`config.mk`:
```
export PLATFORM = sky130hd
export DESIGN_NAME = branch_resolver
export DESIGN_NICKNAME = d
export VERILOG_FILES = /design/src/rtl/branch_resolver_pkg.sv /design/src/rtl/branch_resolver_cmp.sv /design/src/rtl/branch_resolver.sv
export SDC_FILE = /design/constraint.sdc
export NUM_CORES = 1
export LEC_CHECK = 0
export ABC_AREA = 1
export CORE_ASPECT_RATIO = 1.25
export CORE_UTILIZATION = 49
export DETAILED_ROUTE_END_ITERATION = 6
export DONT_BUFFER_PORTS = 1
export MAX_ROUTING_LAYER = met4
export PLACE_DENSITY = 0.61
export RECOVER_POWER = 50
export SYNTH_ARGS = -nofsm -noshare
export SYNTH_HDL_FRONTEND = slang
export SYNTH_SLANG_ARGS = --single-unit
```
`constraint.sdc`:
```
create_clock -name clk -period 3.1 [get_ports clk]
set_input_delay 0.31 -clock clk [delete_from_list [all_inputs] [get_ports clk]]
set_output_delay 0.31 -clock clk [all_outputs]
set_load 0.01 [all_outputs]
```
`src/rtl/branch_resolver_pkg.sv`:
```
// Shared types and defaults for the branch resolver and its comparator.
package branch_resolver_pkg;

  localparam int unsigned XLEN_DEF      = 32;
  localparam int unsigned ROB_IDX_W_DEF = 5;
  localparam int unsigned CNT_W_DEF     = 32;

  // RV32I conditional-branch funct3 encodings; 010/011 are unused.
  typedef enum logic [2:0] {
    F3_BEQ  = 3'b000,
    F3_BNE  = 3'b001,
    F3_BLT  = 3'b100,
    F3_BGE  = 3'b101,
    F3_BLTU = 3'b110,
    F3_BGEU = 3'b111
  } br_funct3_e;

  // Resolver control state.
  typedef enum logic [1:0] {
    ST_IDLE     = 2'd0,
    ST_REDIRECT = 2'd1,
    ST_SQUASH   = 2'd2
  } res_state_e;

endpackage

```
`src/rtl/branch_resolver_cmp.sv`:
```
// Pure combinational RV32I branch comparator: reports whether funct3 is a
// legal branch encoding and whether the branch is taken.
module branch_cmp
  import branch_resolver_pkg::*;
#(
  parameter int unsigned XLEN = XLEN_DEF
) (
  input  logic [2:0]      funct3_i,
  input  logic [XLEN-1:0] rs1_i,
  input  logic [XLEN-1:0] rs2_i,
  output logic            legal_o,
  output logic            taken_o
);

  logic eq, slt, ult;

  assign eq  = (rs1_i == rs2_i);
  assign slt = ($signed(rs1_i) < $signed(rs2_i));
  assign ult = (rs1_i < rs2_i);

  // Select the comparison for the encoded condition.
  always_comb begin
    legal_o = 1'b1;
    taken_o = 1'b0;
    case (funct3_i)
      F3_BEQ:  taken_o = eq;
      F3_BNE:  taken_o = !eq;
      F3_BLT:  taken_o = slt;
      F3_BGE:  taken_o = !slt;
      F3_BLTU: taken_o = ult;
      F3_BGEU: taken_o = !ult;
      default: legal_o = 1'b0;
    endcase
  end

endmodule

```
`src/rtl/branch_resolver.sv`:
```
// Execute-stage branch resolver: evaluates branch direction, feeds the
// predictor update, raises a held redirect on mispredict and discards
// wrong-path branches until the pipeline flush completes.
module branch_resolver
  import branch_resolver_pkg::*;
#(
  parameter int unsigned XLEN      = XLEN_DEF,
  parameter int unsigned ROB_IDX_W = ROB_IDX_W_DEF,
  parameter int unsigned CNT_W     = CNT_W_DEF
) (
  input  logic                 clk,
  input  logic                 rst_n,
  input  logic                 br_valid,
  output logic                 br_ready,
  input  logic [2:0]           br_funct3,
  input  logic [XLEN-1:0]      br_rs1_v,
  input  logic [XLEN-1:0]      br_rs2_v,
  input  logic [XLEN-1:0]      br_pc,
  input  logic [XLEN-1:0]      br_imm,
  input  logic                 br_pred_taken,
  input  logic [XLEN-1:0]      br_pred_target,
  input  logic [ROB_IDX_W-1:0] br_rob_idx,
  output logic                 branch_we,
  output logic                 branch_taken,
  output logic                 redirect_valid,
  output logic [XLEN-1:0]      redirect_pc,
  output logic [ROB_IDX_W-1:0] redirect_rob_idx,
  input  logic                 redirect_ready,
  input  logic                 flush_done,
  output logic [CNT_W-1:0]     br_count,
  output logic [CNT_W-1:0]     mispred_count
);

  res_state_e           state_q, state_d;
  logic                 we_q, we_d;
  logic                 taken_q, taken_d;
  logic                 rv_q, rv_d;
  logic [XLEN-1:0]      rpc_q, rpc_d;
  logic [ROB_IDX_W-1:0] ridx_q, ridx_d;
  logic [CNT_W-1:0]     brc_q, brc_d;
  logic [CNT_W-1:0]     misc_q, misc_d;

  logic            cmp_legal, cmp_taken;
  logic [XLEN-1:0] taken_tgt, fall_tgt;
  logic            accept, mispredict;

  branch_cmp #(.XLEN(XLEN)) u_cmp (
    .funct3_i (br_funct3),
    .rs1_i    (br_rs1_v),
    .rs2_i    (br_rs2_v),
    .legal_o  (cmp_legal),
    .taken_o  (cmp_taken)
  );

  assign taken_tgt  = br_pc + br_imm;
  assign fall_tgt   = br_pc + XLEN'(4);
  assign mispredict = (cmp_taken != br_pred_taken) ||
                      (cmp_taken && (br_pred_target != taken_tgt));
  assign br_ready   = (state_q != ST_REDIRECT);
  assign accept     = br_valid && br_ready;

  // Next-state, predictor update, redirect payload and saturating counters.
  always_comb begin
    state_d = state_q;
    we_d    = 1'b0;
    taken_d = taken_q;
    rv_d    = rv_q;
    rpc_d   = rpc_q;
    ridx_d  = ridx_q;
    brc_d   = brc_q;
    misc_d  = misc_q;
    case (state_q)
      ST_IDLE: begin
        if (accept && cmp_legal) begin
          we_d    = 1'b1;
          taken_d = cmp_taken;
          brc_d   = (brc_q == '1) ? brc_q : brc_q + CNT_W'(1);
          if (mispredict) begin
            misc_d  = (misc_q == '1) ? misc_q : misc_q + CNT_W'(1);
            rv_d    = 1'b1;
            rpc_d   = cmp_taken ? taken_tgt : fall_tgt;
            ridx_d  = br_rob_idx;
            state_d = ST_REDIRECT;
          end
        end
      end
      ST_REDIRECT: begin
        if (redirect_ready) begin
          rv_d    = 1'b0;
          state_d = ST_SQUASH;
        end
      end
      ST_SQUASH: begin
        if (flush_done) state_d = ST_IDLE;
      end
      default: state_d = ST_IDLE;
    endcase
  end

  // State and output registers; reset drops any pending redirect.
  always_ff @(posedge clk or negedge rst_n) begin
    if (!rst_n) begin
      state_q <= ST_IDLE;
      we_q    <= 1'b0;
      taken_q <= 1'b0;
      rv_q    <= 1'b0;
      rpc_q   <= '0;
      ridx_q  <= '0;
      brc_q   <= '0;
      misc_q  <= '0;
    end else begin
      state_q <= state_d;
      we_q    <= we_d;
      taken_q <= taken_d;
      rv_q    <= rv_d;
      rpc_q   <= rpc_d;
      ridx_q  <= ridx_d;
      brc_q   <= brc_d;
      misc_q  <= misc_d;
    end
  end

  assign branch_we        = we_q;
  assign branch_taken     = taken_q;
  assign redirect_valid   = rv_q;
  assign redirect_pc      = rpc_q;
  assign redirect_rob_idx = ridx_q;
  assign br_count         = brc_q;
  assign mispred_count    = misc_q;

endmodule

```
==> reports/results.txt <==
Status: completed
WP data required: 3330 ps
WL/cell: 15.55 µm
Count of cells resized by post-cts repair: 0
Via density: 5.175
Comb pwr share: 32.8%
Register area share after synthesis: 26.27%
Initial antenna violation count: 0
Routed WL: 29760 µm
Tot GR Track Use: 28.94%
Initial core utilization: 50.06%
Number of global-route vias before repair: 9348
DIE WIDTH: 130.4 µm
TritonCTS clock tree: done
Reg power frac: 43.3%
Total power: 5.064 mW
Clk Latency, worst-skew pair: 350 ps
Peak supply drop: 0.3933 mV
Yosys warns: 0
Sw Ratio: 41.37%
Final period util: 88.98%
Cell accounting for the most synthesized area: dfrtp_1
Nets: 1880
Startpoint types: flip-flop
Net Count, Synth: 1856
Worst-Margin Slew: 1450 ps
Max Fclk: 362.5 MHz
Mapped Cells: 1615
Remaining Overflow, GRT: 0
Die area: 21190 µm²
Synth top area cells: dfrtp_1 26%, nand2_1 22%, inv_1 8.9%
Max Root-Sink Buffers: 2
CP Max Fanout: 4
P&R area growth vs syn: 8.314%
Max Slew Vio Count: 0
PortBufs: 0
Post-DP HPWL: 25070 µm
# clock sinks: 106
Yosys reg bits: 106
Placer Congestion: 1.007
Fin. Hold Viols: 0
Final min period: 2758 ps
DP Area: 10600 µm²
First-pass GRT wire length: 46130 µm
Post-route ant nets: 0
Core area: 20170 µm²
Setup violators final: 0
Placed cells: 1896
Clock slew at reported path FFs: 80 ps
Crit end category: flip-flop
Syn avg cell area: 6.253 µm²
Routed vias: 9905
Die Span Y: 162.5 µm
CTS buffer count: 9
Worst slew margin: 3.327%
Dominant synthesized flop cell: dfrtp_1
FF/Latch Area: 2653 µm²
Max-Cap Viols: 0
Detailed Routing Iterations Pass 1: 5
Share of cells above drive strength 1: 4.623%
Finished Layout Cells: 1914
Power Density: 463.0 nW/µm²
Final instance area: 10940 µm²
Area of the mapped netlist: 10100 µm²
Root buffer cell: clkbuf_16
Filler Cell Count: 2161
Asr flop ratio synth: 100.0%
DRC: 0
Largest net degree at the start of global routing: 107
Library cells used by synthesis: 38
NetSw: 2.095 mW
P_leak: 6.027 nW
Number of synthesized flops with an enable pin: 0
RSZ-0062 raised after global routing: no
Initial DRC count: 619
Hold depth: 1
Setup TNS: 0 ps
I/O pin count: 279
Clock power frac: 23.9%
Multi-input logic area: 6407 µm²
Yosys top cell area share: 26.27%
Clock skew: 10.32 ps
Setup CP Type: flip-flop to flip-flop
H-tree Lvls: 3
Int Power: 2.969 mW
CP Data Arrival Time: 2990 ps
Min-Delay Path Class: primary input to flip-flop
Row cnt: 58
R2r worst-path depth: 12
Ant diodes: 0
==> state kept, by name, indices dropped and copies added, names as in the netlist <==
signal / flops
mispred_count: 32
redirect_rob_idx: 5
branch_taken: 1
redirect_valid: 1
state_q: 2
br_count: 32
branch_we: 1
redirect_pc: 32
==> per-layer routing <==
metal,track usage [%],routed length (µm)
met1,32.37,12010
met2,50.46,14900
met3,6.570,2049
met4,9.352,809
met5,-,0
==> final cells by class <==
type                    count  share of cell area (%)
repair buffers             34                   2.928
flip-flops and latches    106                   24.25
multi-input cells        1248                   58.58
inverters                 240                   8.236
clock inverters             7                  0.8579
clock buffers               9                   2.059
well taps                 270                   3.089
==> final timing paths <==
check / slack (ps) / endpoint / from
hold / removal: 50 / state_q[1] / flush_done
setup reg to reg: 340 / br_count[21] / br_count[1]
min in group asynchronous: 850 / mispred_count[5] / rst_n
setup / recovery: 340 / br_count[21] / br_count[1]
max in group asynchronous: 1280 / redirect_valid / rst_n
hold reg to reg: 560 / state_q[1] / state_q[0]
==> power groups by stage <==
stage / clock network (mW) / registers, mW / logic [mW]
2_1_floorplan: 0 / 2.05 / 1.26
3_3_place_gp: 0 / 2.22 / 1.60
3_5_place_dp: 0 / 2.22 / 1.64
4_1_cts: 1.24 / 2.20 / 1.68
5_1_grt: 1.28 / 2.22 / 1.93
6_report: 1.21 / 2.19 / 1.66
==> cell usage after synthesis (5+ instances only) <==
library cell / instances
nand3_1: 135
nor2_1: 130
nand2_2: 8
buf_6: 5
xnor2_1: 38
buf_2: 6
o21ai_0: 55
inv_1: 240
nand3b_1: 8
nor3_1: 38
nand2_1: 583
xor2_1: 52
nand4_1: 28
nor4_1: 14
mux2_2: 5
ha_1: 66
dfrtp_1: 106
a21oi_1: 41
o21ai_1: 14
clkbuf_1: 5
==> cell usage in the layout, fill, tap and decap left out, drive strengths merged <==
cell type,netlist,final
nand2,591,591
inv,240,243
nand3,139,139
nor2,133,133
dfrtp,106,106
o21ai,72,72
ha,66,66
xor2,52,52
a21oi,43,43
nor3,38,38
xnor2,38,38
buf,15,32
nand4,28,28
nor4,14,14
clkbuf,6,10
nand3b,8,8
mux2,5,5
o21bai,4,4
o21a,3,3
nor3b,3,3
and3,2,2
and2,2,2
clkinv,0,2
or2,1,1
a31oi,1,1
mux2i,1,1
or4,1,1
o2bb2ai,1,1
a22oi,1,1
fa,1,1
clkinvlp,0,1
bufinv,0,1
dlygate4sd3,0,1
==> stage by stage <==
step	worst slack, ps	utilization, %	hold slack, ps
2_1_floorplan	459.8	-	14.41
3_3_place_gp	61.59	52.55	21.03
3_5_place_dp	19.00	52.55	21.25
4_1_cts	317.0	54.32	35.36
5_1_grt	38.49	54.22	45.55
6_report	341.7	54.22	50.60
==> cell families after synthesis <==
family | count (synthesis) | synth area share [%]
fa+ha+maj | 67 | 8.376
flops | 106 | 26.27
mux | 6 | 0.6566
compound gates | 125 | 6.629
xor+xnor | 90 | 7.806
simple gates | 960 | 39.96
buf+inv | 261 | 10.31
==> repair_timing <==
| item | 4_1_cts | 5_1_grt |
|---|---|---|
| endpoints found under the hold margin | 106 | 0 |
| hold buffers | 2 | 0 |
| buffers inserted | 0 | 0 |
==> critical path, stage by stage (launching register included) <==
cell and delay (ps):
dfrtp_1 470, ha_1 240, nand3_1 130, nor4_1 70, nand4_1 160, nand4_1 160, nor2_1 220, nand3_1 170
nor3_1 300, nand3_1 250, nor2_1 260, nand2_1 100, xnor2_1 130
(Power assumes the default switching activity.)
